**src/rtl/multicycle_control_pkg.sv**
```systemverilog
// Shared types and constants for the multi-cycle RV32I control unit.
// Also holds the funct3-to-ALU-operation helpers used by the instruction decoder.
package multicycle_control_pkg;

  localparam int ALU_OP_W = 4;

  localparam logic [6:0] OP_LUI    = 7'b0110111;
  localparam logic [6:0] OP_AUIPC  = 7'b0010111;
  localparam logic [6:0] OP_JAL    = 7'b1101111;
  localparam logic [6:0] OP_JALR   = 7'b1100111;
  localparam logic [6:0] OP_REG    = 7'b0110011;
  localparam logic [6:0] OP_IMM    = 7'b0010011;
  localparam logic [6:0] OP_LOAD   = 7'b0000011;
  localparam logic [6:0] OP_STORE  = 7'b0100011;
  localparam logic [6:0] OP_BRANCH = 7'b1100011;

  localparam logic [2:0] FUNCT3_ADD  = 3'b000;
  localparam logic [2:0] FUNCT3_SLL  = 3'b001;
  localparam logic [2:0] FUNCT3_SLT  = 3'b010;
  localparam logic [2:0] FUNCT3_SLTU = 3'b011;
  localparam logic [2:0] FUNCT3_XOR  = 3'b100;
  localparam logic [2:0] FUNCT3_SRL  = 3'b101;
  localparam logic [2:0] FUNCT3_OR   = 3'b110;
  localparam logic [2:0] FUNCT3_AND  = 3'b111;

  localparam logic [2:0] FUNCT3_BEQ  = 3'b000;
  localparam logic [2:0] FUNCT3_BNE  = 3'b001;
  localparam logic [2:0] FUNCT3_BLT  = 3'b100;
  localparam logic [2:0] FUNCT3_BGE  = 3'b101;
  localparam logic [2:0] FUNCT3_BLTU = 3'b110;
  localparam logic [2:0] FUNCT3_BGEU = 3'b111;

  localparam logic [2:0] RESULT_ALU    = 3'd0;
  localparam logic [2:0] RESULT_IMM    = 3'd1;
  localparam logic [2:0] RESULT_PC_IMM = 3'd2;
  localparam logic [2:0] RESULT_PC4    = 3'd3;
  localparam logic [2:0] RESULT_MEM    = 3'd4;
  localparam logic [2:0] RESULT_NONE   = 3'd5;

  localparam logic [1:0] PC_SRC_JALR   = 2'd0;
  localparam logic [1:0] PC_SRC_JAL    = 2'd1;
  localparam logic [1:0] PC_SRC_BRANCH = 2'd2;
  localparam logic [1:0] PC_SRC_PC4    = 2'd3;

  typedef enum logic [2:0] {
    S_FETCH, S_DECODE, S_EXECUTE, S_MEM, S_WRITEBACK, S_TRAP
  } state_t;

  typedef enum logic [2:0] {
    R_TYPE, I_TYPE, S_TYPE, B_TYPE, U_TYPE, J_TYPE, INVALID_TYPE
  } instruction_t;

  typedef enum logic [ALU_OP_W-1:0] {
    ALU_ADD, ALU_SUB, ALU_AND, ALU_OR, ALU_XOR, ALU_SLL, ALU_SRL, ALU_SRA,
    ALU_SLT, ALU_SLTU, ALU_BEQ, ALU_BNE, ALU_BLT, ALU_BGE, ALU_BLTU, ALU_BGEU
  } alu_op_t;

  // alt selects SUB/SRA; callers decide when instr[30] is meaningful.
  function automatic alu_op_t arith_op(input logic [2:0] f3, input logic alt);
    case (f3)
      FUNCT3_ADD:  arith_op = alt ? ALU_SUB : ALU_ADD;
      FUNCT3_SLL:  arith_op = ALU_SLL;
      FUNCT3_SLT:  arith_op = ALU_SLT;
      FUNCT3_SLTU: arith_op = ALU_SLTU;
      FUNCT3_XOR:  arith_op = ALU_XOR;
      FUNCT3_SRL:  arith_op = alt ? ALU_SRA : ALU_SRL;
      FUNCT3_OR:   arith_op = ALU_OR;
      default:     arith_op = ALU_AND;
    endcase
  endfunction

  function automatic alu_op_t branch_op(input logic [2:0] f3);
    case (f3)
      FUNCT3_BNE:  branch_op = ALU_BNE;
      FUNCT3_BLT:  branch_op = ALU_BLT;
      FUNCT3_BGE:  branch_op = ALU_BGE;
      FUNCT3_BLTU: branch_op = ALU_BLTU;
      FUNCT3_BGEU: branch_op = ALU_BGEU;
      default:     branch_op = ALU_BEQ;
    endcase
  endfunction

endpackage

```
**src/rtl/multicycle_control_if.sv**
```systemverilog
// Shared instruction/data memory handshake between the control unit and memory.
interface multicycle_control_if;
  logic mem_req;
  logic mem_wen;
  logic mem_ready;

  modport master (output mem_req, output mem_wen, input mem_ready);
  modport slave  (input mem_req, input mem_wen, output mem_ready);
endinterface

```
**src/rtl/multicycle_control_instr_decoder.sv**
```systemverilog
// Combinational RV32I field decoder: format, ALU operation, operand/result selects
// and illegal-encoding detection.
module multicycle_control_instr_decoder
  import multicycle_control_pkg::*;
(
  input  logic [6:0]   op,
  input  logic [2:0]   funct3,
  input  logic         funct7_5,
  output instruction_t instruction_type,
  output alu_op_t      alu_control,
  output logic         alu_src,
  output logic [2:0]   result_src,
  output logic         illegal
);

  always_comb begin
    instruction_type = INVALID_TYPE;
    alu_control      = ALU_ADD;
    alu_src          = 1'b0;
    result_src       = RESULT_NONE;
    illegal          = 1'b0;
    case (op)
      OP_REG: begin
        instruction_type = R_TYPE;
        result_src       = RESULT_ALU;
        alu_control      = arith_op(funct3, funct7_5);
        illegal          = funct7_5 && (funct3 != FUNCT3_ADD) && (funct3 != FUNCT3_SRL);
      end
      OP_IMM: begin
        // instr[30] is an immediate bit except for shift-right
        instruction_type = I_TYPE;
        alu_src          = 1'b1;
        result_src       = RESULT_ALU;
        alu_control      = arith_op(funct3, funct7_5 && (funct3 == FUNCT3_SRL));
      end
      OP_LOAD: begin
        instruction_type = I_TYPE;
        alu_src          = 1'b1;
        result_src       = RESULT_MEM;
        illegal          = (funct3 == 3'b011) || (funct3 == 3'b110) || (funct3 == 3'b111);
      end
      OP_STORE: begin
        instruction_type = S_TYPE;
        alu_src          = 1'b1;
        illegal          = funct3 > 3'b010;
      end
      OP_BRANCH: begin
        instruction_type = B_TYPE;
        alu_control      = branch_op(funct3);
        illegal          = (funct3 == 3'b010) || (funct3 == 3'b011);
      end
      OP_LUI: begin
        instruction_type = U_TYPE;
        alu_src          = 1'b1;
        result_src       = RESULT_IMM;
      end
      OP_AUIPC: begin
        instruction_type = U_TYPE;
        alu_src          = 1'b1;
        result_src       = RESULT_PC_IMM;
      end
      OP_JAL: begin
        instruction_type = J_TYPE;
        alu_src          = 1'b1;
        result_src       = RESULT_PC4;
      end
      OP_JALR: begin
        instruction_type = I_TYPE;
        alu_src          = 1'b1;
        result_src       = RESULT_PC4;
      end
      default: illegal = 1'b1;
    endcase
    if (illegal) begin
      instruction_type = INVALID_TYPE;
      result_src       = RESULT_NONE;
    end
  end

endmodule

```
**src/rtl/multicycle_control.sv**
```systemverilog
// Multi-cycle RV32I control FSM: fetch/decode/execute/mem/writeback sequencing,
// memory handshake with timeout trap, and illegal-instruction handling.
module multicycle_control
  import multicycle_control_pkg::*;
#(
  parameter int MEM_TIMEOUT  = 16,
  parameter bit ILLEGAL_TRAP = 1'b1,
  parameter int ALU_CTRL_W   = 4
) (
  input  logic                  clk,
  input  logic                  rst,
  input  logic [6:0]            op,
  input  logic [2:0]            funct3,
  input  logic                  funct7_5,
  input  logic                  alu_zero,
  multicycle_control_if.master  mem,
  output logic                  ir_wen,
  output logic                  pc_wen,
  output logic [1:0]            pc_src,
  output logic                  reg_wen,
  output logic [2:0]            result_src,
  output logic                  alu_src,
  output logic [ALU_CTRL_W-1:0] alu_control,
  output instruction_t          instruction_type,
  output logic                  trap,
  output logic [2:0]            state
);

  localparam int CNT_W      = (MEM_TIMEOUT < 2) ? 1 : $clog2(MEM_TIMEOUT + 1);
  localparam int CNT_LAST_I = (MEM_TIMEOUT == 0) ? 0 : MEM_TIMEOUT - 1;
  localparam logic [CNT_W-1:0] CNT_LAST = CNT_LAST_I[CNT_W-1:0];
  localparam logic [CNT_W-1:0] CNT_MAX  = {CNT_W{1'b1}};

  state_t           state_q, state_d;
  logic [CNT_W-1:0] cnt_q, cnt_d;
  logic             mem_req_c, mem_wen_c;
  alu_op_t          dec_alu;
  logic             dec_illegal;

  multicycle_control_instr_decoder u_dec (
    .op               (op),
    .funct3           (funct3),
    .funct7_5         (funct7_5),
    .instruction_type (instruction_type),
    .alu_control      (dec_alu),
    .alu_src          (alu_src),
    .result_src       (result_src),
    .illegal          (dec_illegal)
  );

  assign alu_control = ALU_CTRL_W'(dec_alu);
  assign mem.mem_req = mem_req_c;
  assign mem.mem_wen = mem_wen_c;
  assign state       = state_q;

  always_ff @(posedge clk) begin
    if (rst) begin
      state_q <= S_FETCH;
      cnt_q   <= '0;
    end else begin
      state_q <= state_d;
      cnt_q   <= cnt_d;
    end
  end

  always_comb begin
    state_d   = state_q;
    cnt_d     = cnt_q;
    mem_req_c = 1'b0;
    mem_wen_c = 1'b0;
    ir_wen    = 1'b0;
    pc_wen    = 1'b0;
    pc_src    = PC_SRC_PC4;
    reg_wen   = 1'b0;
    trap      = 1'b0;
    case (state_q)
      S_FETCH: begin
        mem_req_c = 1'b1;
        if (mem.mem_ready) begin
          ir_wen  = 1'b1;
          state_d = S_DECODE;
        end
      end
      S_DECODE: begin
        if (dec_illegal) state_d = ILLEGAL_TRAP ? S_TRAP : S_WRITEBACK;
        else             state_d = S_EXECUTE;
      end
      S_EXECUTE: begin
        if (op == OP_BRANCH) begin
          pc_wen  = 1'b1;
          pc_src  = alu_zero ? PC_SRC_BRANCH : PC_SRC_PC4;
          state_d = S_FETCH;
        end else if ((op == OP_LOAD) || (op == OP_STORE)) begin
          state_d = S_MEM;
        end else begin
          state_d = S_WRITEBACK;
        end
      end
      S_MEM: begin
        mem_req_c = 1'b1;
        mem_wen_c = (op == OP_STORE);
        if (mem.mem_ready) begin
          if (op == OP_STORE) begin
            pc_wen  = 1'b1;
            state_d = S_FETCH;
          end else begin
            state_d = S_WRITEBACK;
          end
        end
      end
      S_WRITEBACK: begin
        // An illegal op only reaches here as a NOP: advance PC, write nothing
        pc_wen  = 1'b1;
        reg_wen = !dec_illegal;
        if (!dec_illegal && (op == OP_JALR))     pc_src = PC_SRC_JALR;
        else if (!dec_illegal && (op == OP_JAL)) pc_src = PC_SRC_JAL;
        state_d = S_FETCH;
      end
      S_TRAP:  trap = 1'b1;
      default: state_d = S_FETCH;
    endcase

    // A ready in the last allowed wait cycle completes the request instead of trapping
    if ((MEM_TIMEOUT != 0) && mem_req_c && !mem.mem_ready && (cnt_q == CNT_LAST))
      state_d = S_TRAP;

    if ((state_d != state_q) || !mem_req_c || mem.mem_ready) cnt_d = '0;
    else if (cnt_q != CNT_MAX)                                cnt_d = cnt_q + 1'b1;

    if (rst) begin
      mem_req_c = 1'b0;
      mem_wen_c = 1'b0;
      ir_wen    = 1'b0;
      pc_wen    = 1'b0;
      pc_src    = PC_SRC_PC4;
      reg_wen   = 1'b0;
      trap      = 1'b0;
    end
  end

endmodule

```
**src/flat_wrapper.sv**
```systemverilog
// flat-port wrapper written by rule: the top's interface ports become plain ports
module multicycle_control_flat import multicycle_control_pkg::*;
#(
  parameter int MEM_TIMEOUT  = 16,
  parameter bit ILLEGAL_TRAP = 1'b1,
  parameter int ALU_CTRL_W   = 4
)
  (clk, rst, op, funct3, funct7_5, alu_zero, ir_wen, pc_wen, pc_src, reg_wen, result_src, alu_src, alu_control, instruction_type, trap, state, mem_mem_req, mem_mem_wen, mem_mem_ready);
  multicycle_control_if mem_i ();
  input  logic clk;
  input  logic rst;
  input  logic [6:0] op;
  input  logic [2:0] funct3;
  input  logic funct7_5;
  input  logic alu_zero;
  output logic ir_wen;
  output logic pc_wen;
  output logic [1:0] pc_src;
  output logic reg_wen;
  output logic [2:0] result_src;
  output logic alu_src;
  output logic [ALU_CTRL_W-1:0] alu_control;
  output instruction_t instruction_type;
  output logic trap;
  output logic [2:0] state;
  output wire logic [$bits(mem_i.mem_req)-1:0] mem_mem_req;
  output wire logic [$bits(mem_i.mem_wen)-1:0] mem_mem_wen;
  input wire logic [$bits(mem_i.mem_ready)-1:0] mem_mem_ready;
  assign mem_mem_req = mem_i.mem_req;
  assign mem_mem_wen = mem_i.mem_wen;
  assign mem_i.mem_ready = mem_mem_ready;
  multicycle_control #(.MEM_TIMEOUT(MEM_TIMEOUT), .ILLEGAL_TRAP(ILLEGAL_TRAP), .ALU_CTRL_W(ALU_CTRL_W)) u_core (.clk(clk), .rst(rst), .op(op), .funct3(funct3), .funct7_5(funct7_5), .alu_zero(alu_zero), .mem(mem_i), .ir_wen(ir_wen), .pc_wen(pc_wen), .pc_src(pc_src), .reg_wen(reg_wen), .result_src(result_src), .alu_src(alu_src), .alu_control(alu_control), .instruction_type(instruction_type), .trap(trap), .state(state));
endmodule
```
**config.mk**
```make
export PLATFORM = sky130hd
export DESIGN_NAME = multicycle_control_flat
export DESIGN_NICKNAME = d
export VERILOG_FILES = /design/src/rtl/multicycle_control_pkg.sv /design/src/rtl/multicycle_control_if.sv /design/src/rtl/multicycle_control_instr_decoder.sv /design/src/rtl/multicycle_control.sv /design/src/flat_wrapper.sv
export SDC_FILE = /design/constraint.sdc
export NUM_CORES = 1
export LEC_CHECK = 0
export ABC_AREA = 1
export CAP_MARGIN = 25
export CORE_UTILIZATION = 40
export DETAILED_ROUTE_END_ITERATION = 16
export PLACE_DENSITY_LB_ADDON = 0.1
export SYNTH_ARGS = -nofsm -noshare
export SYNTH_HDL_FRONTEND = slang
export SYNTH_SLANG_ARGS = --single-unit
export TNS_END_PERCENT = 100
```
**constraint.sdc**
```tcl
create_clock -name clk -period 1.6 [get_ports clk]
set_input_delay 0.32 -clock clk [delete_from_list [all_inputs] [get_ports clk]]
set_output_delay 0.32 -clock clk [all_outputs]
set_load 0.005 [all_outputs]
```
==> results of run 1 <==
through the flow:
| stage | setup WS (ns) | setup TNS (ns) | utilization | instance area [µm²] | instances |
|---|---|---|---|---|---|
| 2_1_floorplan | 0.0251 | 0 | - | 968 | 167 |
| 3_3_place_gp | -1.00 | -20.62 | 0.770 | 1720 | 278 |
| 3_5_place_dp | -1.10 | -22.25 | 0.770 | 1720 | 278 |
| 4_1_cts | -0.316 | -3.21 | 0.895 | 2000 | 297 |
kinds of logic after synthesis:
kind of cell / after synthesis / share of synthesized area
fa+ha+maj: 3 / 0.0390
mux: 1 / 0.0104
simple gates: 102 / 0.501
flops: 8 / 0.166
buf+inv: 28 / 0.110
xor+xnor: 3 / 0.0273
compound gates: 22 / 0.145
cells in the mapped netlist, types with 3 or more instances:
cell type | count | share of area
xor2_1 | 3 | 0.027
inv_1 | 20 | 0.078
nand2_1 | 31 | 0.12
nand2_2 | 8 | 0.052
o211ai_1 | 4 | 0.031
nand3_1 | 13 | 0.068
nor3_1 | 5 | 0.026
ha_1 | 3 | 0.039
dfxtp_1 | 8 | 0.17
nand4_1 | 3 | 0.019
a21oi_1 | 4 | 0.021
nor2_2 | 6 | 0.039
o21ai_0 | 7 | 0.036
nor2_1 | 29 | 0.11
inv_2 | 6 | 0.023
timing repair:
item,in CTS
buffers inserted,18
pin swaps,34
setup endpoints to repair,27
gates resized for setup,179
==> flow_metrics.tcl, run 1 <==
set metrics [dict create \
    dp_hpwl_um 2830 \
    ys_ff_latch 8 \
    pin_count 37 \
    status "stopped before the end" \
    synth.avg_cell_area_um2 5.77 \
    synth_nets 185 \
    async_flop_share 0 \
    haltStage "global routing" \
    grt_max_degree 9 \
    yosysSeqAreaShare 0.166 \
    gp_congestion 0.841 \
    portBuffers 36 \
    die_width_um 51.1 \
    cts_buffers 3 \
    synthesis.area_um2 963 \
    worstEpCategory "output port" \
    yosys_warnings 0 \
    hold_buffers 0 \
    rows 17 \
    die_height_um 51.1 \
    synth_ff_type "dfxtp_1" \
    clockRootBuffer "clkbuf_4" \
    clock_path_buffers 2 \
    initial_core_util 0.431 \
    cts_sinks 8 \
    ys_types 28 \
    synth_enable_flop_cells 0 \
    synth_cells 167 \
    grt-worst-endpoint "result_src[0]" \
    stop_error "[ERROR DPL-0038] Utilization greater than 100%, impossible to legalize" \
    ctsHtreeMaxLevel 1 \
]
==> run 2: changes to the inputs <==
--- a/config.mk
+++ b/config.mk
@@ -7,9 +7,9 @@
 export LEC_CHECK = 0
 export ABC_AREA = 1
 export CAP_MARGIN = 25
-export CORE_UTILIZATION = 40
+export CORE_UTILIZATION = 25
 export DETAILED_ROUTE_END_ITERATION = 16
-export PLACE_DENSITY_LB_ADDON = 0.1
+export PLACE_DENSITY_LB_ADDON = 0.15
 export SYNTH_ARGS = -nofsm -noshare
 export SYNTH_HDL_FRONTEND = slang
 export SYNTH_SLANG_ARGS = --single-unit
==> run 2 against run 1 <==
Net effect:
- the flow now finishes, with violations (negative setup slack)
- synthesized cell count unchanged
- area after synthesis unchanged
==> flow_metrics.tcl, run 2 <==
set metrics [dict create \
    synth_ff_type "dfxtp_1" \
    timing.final.crit_share 1.14 \
    critPathLaunchType "input port" \
    grt_overflow 0 \
    largest_register_ffs 5 \
    gp_congestion 0.865 \
    cp-end-kind "primary output" \
    fin_crit_ns 1.83 \
    pin_count 37 \
    crit_fanout 4 \
    powerDensity_mw_per_mm2 413 \
    dp_hpwl_um 2640 \
    tightestPinTransition_ns 0.231 \
    totalPowerFinal_uw 940 \
    vdd_ir_drop_max_v 0.000394 \
    critPathMostFrequentCell "buf_6" \
    synth_enable_flop_cells 0 \
    drt.antenna.violating_nets 0 \
    vias_per_cell 4.77 \
    critPathLaunch "op[1]" \
    drc_errors 0 \
    synth_cells 167 \
    cts_sinks 8 \
    initial_core_util 0.261 \
    layout_common_cells "buf_4, buf_6, buf_2, nor2_4" \
    max-slew-margin-rel 0.845 \
    synth_top_area_frac 0.166 \
    hold_ws_ns 0.535 \
    die_height_um 64.1 \
    hp-class "reg2reg" \
    crit_required_ns 1.28 \
    crit_buf_inv 7 \
    grt_pass1_vias 1519 \
    nets 289 \
    dp_slack_ns -1.07 \
    synthTopCellsByCount "nand2_1, nor2_1, inv_1" \
    yosysMostFrequentCell "nand2_1" \
    violations "negative setup slack" \
    grt_max_degree 9 \
    slowest_delay_ns 0.16 \
    antenna_cells 0 \
    dpl_cell_area_mm2 0.00173 \
    area_growth_pct 136 \
    maxSlewViolCount 0 \
    drt_iter0_drc 28 \
    firstDrtPassIters 4 \
    yosys.area.top_type "dfxtp_1" \
    hold_buffers 0 \
    path_class "in2out" \
    synth_nets 185 \
    cts_tree "yes" \
    routed-via-count 1513 \
    post-route-util 0.617 \
    portBuffers 36 \
    rows 22 \
    fillers 309 \
    synth.avg_cell_area_um2 5.77 \
    clock_path_buffers 2 \
    clk_pin_slew_ns 0.04 \
    crit_end "result_src[0]" \
    clockRootBuffer "clkbuf_8" \
    insertion_delay_ns 0.23 \
    final_layout_size_suffix_gt1_frac 0.699 \
    routed_wirelength_um 3980 \
    largest_register "u_core.cnt_q" \
    setup_viol 19 \
    ctsHtreeMaxLevel 1 \
    slowest_stage "nor2_2" \
    final_area_mm2 0.00228 \
    cp_top_family "buffers and inverters" \
    report.final.hold_viol_count 0 \
    ys_types 28 \
    max_cap_viol_count 0 \
    r2r_slack_ns -0.11 \
    fp.coreArea_mm2 0.00369 \
    yosys-top-cells-area "dfxtp_1, nand2_1, nor2_1" \
    status "finished with violations" \
    async_flop_share 0 \
    cts_buffers 3 \
    reg2reg_from "u_core.state[0]$_SDFF_PP0_" \
    post_drt_wl_per_cell_um 12.6 \
    yosys_warnings 0 \
    yosysSeqAreaShare 0.166 \
    rsz0062_at_grt "true" \
    die_area_mm2 0.00411 \
    antenna_found_initial 0 \
    rr_worst_depth 13 \
    cp.depth 13 \
    die_width_um 64.1 \
    final_common_cell "buf_4" \
    grt_pass1_wl_um 6310 \
    ys_ff_latch 8 \
    arrival_ns 1.51 \
    fin_worst_skew_ns 0.00482 \
    grt_use_total 0.190 \
    max_clock_freq_mhz 546 \
    crit_chain "buf_6, nand2_8, inv_4, nand2_8, buf_6, nor2_4, buf_6, buf_4, nor2_2, nand2_2, inv_2, o211ai_1, buf_2" \
    reg2reg_to "u_core.cnt_q[1]$_SDFFE_PP0P_" \
    synthesis.area_um2 963 \
    setup_slack_ns -0.232 \
    p_leak_nw 1.09 \
]
## run 2: cell counts after synthesis
No cell type changed its count.
## run 2: final cells by class
| class | count | area [µm²] | area share |
|---|---|---|---|
| Timing Repair Buffer | 100 | 842 | 0.370 |
| Multi-Input combinational cell | 131 | 1040 | 0.458 |
| Sequential cell | 8 | 164 | 0.0720 |
| Tap cell | 48 | 60.1 | 0.0264 |
| Inverter | 27 | 126 | 0.0555 |
| Clock buffer | 3 | 41.3 | 0.0181 |
## run 2: through the flow
stage	setup TNS, ns	cells
finish	-2.03	317
CTS	-3.60	316
detailed placement	-21.04	296
global placement	-20.90	296
global route	-3.74	317
floorplan	0	167
## run 2: how the worst min path moves through the flow
stage          slack (ns)                         start  cells past startpoint                      endpoint
2_1_floorplan        0.49  u_core.cnt_q[3]$_SDFFE_PP0P_                      2  u_core.cnt_q[3]$_SDFFE_PP0P_
3_3_place_gp         0.51  u_core.cnt_q[3]$_SDFFE_PP0P_                      2  u_core.cnt_q[3]$_SDFFE_PP0P_
3_5_place_dp         0.52  u_core.cnt_q[3]$_SDFFE_PP0P_                      2  u_core.cnt_q[3]$_SDFFE_PP0P_
4_1_cts              0.51  u_core.cnt_q[3]$_SDFFE_PP0P_                      2  u_core.cnt_q[3]$_SDFFE_PP0P_
5_1_grt              0.57  u_core.cnt_q[3]$_SDFFE_PP0P_                      2  u_core.cnt_q[3]$_SDFFE_PP0P_
6_report             0.54  u_core.cnt_q[3]$_SDFFE_PP0P_                      2  u_core.cnt_q[3]$_SDFFE_PP0P_
## run 2: timing repair
| item | in CTS | in global routing |
|---|---|---|
| setup endpoints to repair | 27 | 27 |
| pin swaps | 29 | 45 |
| gates resized for setup | 189 | 76 |
| setup buffers | 18 | 6 |
## run 2: layer usage
| layer | track usage | wire length (µm) | part of all wire |
|---|---|---|---|
| met3 | 0.0214 | 129 | 0.032 |
| met2 | 0.375 | 2250 | 0.57 |
| met5 | 0 | 0 | 0 |
| met1 | 0.216 | 1570 | 0.39 |
| met4 | 0.0341 | 29 | 0.0073 |
## run 2: kinds of logic after synthesis
logic type | share of synthesized area
AOI/OAI and AO/OA | 0.145
adders and majority gates | 0.0390
DFF | 0.166
xor gates and xnor gates | 0.0273
muxes | 0.0104
buffers and inverters | 0.110
and+or+nand+nor | 0.501
## run 2: report_power, final
group | internal (mW) | total (mW) | switching [mW]
clock | 0.163 | 0.240 | 0.0777
sequential | 0.211 | 0.220 | 0.00901
combinational | 0.243 | 0.480 | 0.236
## run 2: tightest hold or removal path, delay by kind of cell (launching register included)
family	cells	cell delay, ns
DFF	1	0.33
and+or+nand+nor	1	0.09
xor gates and xnor gates	1	0.08
No activity file was read; power rests on OpenSTA's default activity.
==> run 3: changes to the inputs <==
--- a/config.mk
+++ b/config.mk
@@ -7,8 +7,12 @@
 export LEC_CHECK = 0
 export ABC_AREA = 1
 export CAP_MARGIN = 25
+export CELL_PAD_IN_SITES_DETAIL_PLACEMENT = 0
+export CELL_PAD_IN_SITES_GLOBAL_PLACEMENT = 1
+export CORE_MARGIN = 2
 export CORE_UTILIZATION = 25
 export DETAILED_ROUTE_END_ITERATION = 16
+export HOLD_SLACK_MARGIN = 0.02
 export PLACE_DENSITY_LB_ADDON = 0.15
 export SYNTH_ARGS = -nofsm -noshare
 export SYNTH_HDL_FRONTEND = slang
==> run 3 against run 2 <==
Net effect:
- the run still ends with negative setup slack left
- critical path depth did not move
- register-to-register slack improved by 0.03 ns
- cell count is 0.95% higher
- worst setup slack better by 0.010 ns
- flip-flop and latch count unchanged
- clock power hardly changed
- wire length rose by 6.1%
- combinational power increased by 4.8%
- sequential share of layout area is 0.098 points lower
- die area rose by 6.3%
==> flow_metrics.tcl, run 3 (synthesis gave the netlist of run 2 again) <==
set metrics [dict create \
    clk_pin_slew_ns 0.04 \
    grt_use_met3 0.0221 \
    critPathLaunch "op[6]" \
    rsz0062_at_grt "true" \
    drc_errors 0 \
    tightestPinTransition_ns 0.280 \
    rr_worst_depth 13 \
    final_layout_size_suffix_gt1_frac 0.706 \
    crit_fanout 6 \
    routed-via-count 1487 \
    timing.final.crit_share 1.14 \
    cts_buffers 3 \
    portBuffers 36 \
    layout.area.seq_um2 163 \
    ctsHtreeMaxLevel 1 \
    fin_worst_skew_ns 0.00438 \
    min_from "u_core.cnt_q[3]$_SDFFE_PP0P_" \
    cts_sinks 8 \
    cts_tree "yes" \
    grt_pass1_vias 1526 \
    dp_hpwl_um 2780 \
    max-slew-margin-rel 0.812 \
    holdPathEnd "u_core.cnt_q[3]$_SDFFE_PP0P_" \
    max_cap_viol_count 0 \
    firstDrtPassIters 4 \
    vias_per_cell 4.65 \
    grtUsageMet1 0.210 \
    die_width_um 66.1 \
    clockRootBuffer "clkbuf_8" \
    layout_common_cells "buf_4, buf_6, buf_2, nand2_1, nor2_4" \
    setup_tns_ns -2.34 \
    grt_busiest_layer "met2" \
    fp.coreArea_mm2 0.00369 \
    pin_count 37 \
    drt_iter0_drc 40 \
    slowest_stage "nor2_4" \
    maxSlewViolCount 0 \
    insertion_delay_ns 0.23 \
    clock_path_buffers 2 \
    area_growth_pct 138 \
    reg2reg_to "u_core.cnt_q[0]$_SDFFE_PP0P_" \
    report.final.hold_viol_count 0 \
    critPathLaunchType "input port" \
    grtUsageMet2 0.369 \
    slowest_delay_ns 0.16 \
    final_common_cell "buf_4" \
    p_leak_nw 1.12 \
    gp_congestion 0.857 \
    nets 292 \
    critPathMostFrequentCell "nand2_4" \
    status "finished with violations" \
    max_clock_freq_mhz 549 \
    violations "negative setup slack" \
    multiInputGateArea_mm2 0.00105 \
    path_class "in2out" \
    r2r_slack_ns -0.08 \
    setup_slack_ns -0.221 \
    fillers 339 \
    cp-end-kind "primary output" \
    rows 22 \
    reg2reg_from "u_core.state[0]$_SDFF_PP0_" \
    grt_overflow 0 \
    grt_pass1_wl_um 6560 \
    largest_register "u_core.cnt_q" \
    largest_register_ffs 5 \
    crit_chain "buf_12, nor2_4, buf_6, nand2_4, nor2_4, nor2_2, nand2_2, nand2_4, inv_4, nand2_4, inv_2, o211ai_1, buf_2" \
    antenna_cells 0 \
    grt_max_degree 9 \
    die_area_mm2 0.00437 \
    die_height_um 66.1 \
    post_drt_wl_per_cell_um 13.2 \
    totalPowerFinal_uw 963 \
    fin_crit_ns 1.82 \
    setup_viol 19 \
    arrival_ns 1.50 \
    initial_core_util 0.261 \
    crit_required_ns 1.28 \
    hold_path_depth 2 \
    powerDensity_mw_per_mm2 420 \
    dp_slack_ns -1.10 \
    routed_wirelength_um 4220 \
    hp-class "reg2reg" \
    drt.antenna.violating_nets 0 \
    vdd_ir_drop_max_v 0.000542 \
    antenna_found_initial 0 \
    grt_use_total 0.191 \
]
run 3: power by group:
group          total (mW)  leakage, nW  switching, mW  internal [mW]
clock network       0.242       0.0216         0.0788          0.163
logic               0.503         1.03          0.249          0.254
registers           0.218       0.0657        0.00805          0.210
run 3: how the worst max path moves through the flow:
stage                          endpoint  slack (ns)
after floorplan           result_src[0]        0.03
after global placement           pc_wen       -1.06
after detailed placement  result_src[0]       -1.10
after CTS                     pc_src[1]       -0.25
after global routing      result_src[0]       -0.28
final                     result_src[0]       -0.22
run 3: stage by stage:
step	util	cell area [µm²]	instances	hold WS, ns
2_1_floorplan	-	968	167	0.487
3_3_place_gp	0.467	1720	295	0.507
3_5_place_dp	0.467	1720	295	0.526
4_1_cts	0.559	2060	314	0.538
5_1_grt	0.621	2290	320	0.593
6_report	0.621	2290	320	0.549
run 3: worst max-delay path: cells and delay by family:
kind                   cells  cell delay [ns]
buffers and inverters      5             0.50
and+or+nand+nor            7             0.60
AOI/OAI and AO/OA          1             0.06
run 3: metal layers:
metal / up-vias / share of wire
li1: 756 / -
met1: 705 / 0.40
met2: 20 / 0.55
met3: 6 / 0.025
met4: 0 / 0.018
met5: - / 0
run 3: repair_timing:
item | 4_1_cts | 5_1_grt
pin swaps | 30 | 31
resized for setup | 195 | 70
hold buffers | 0 | 0
setup buffers | 18 | 9
setup endpoints to repair | 27 | 27
run 3: cell type report:
type / count / share of cell area
multi-input cells: 131 / 0.460
repair buffers: 103 / 0.372
flip-flops and latches: 8 / 0.0710
inverters: 27 / 0.0530
well taps: 48 / 0.0262
clock buffers: 3 / 0.0180
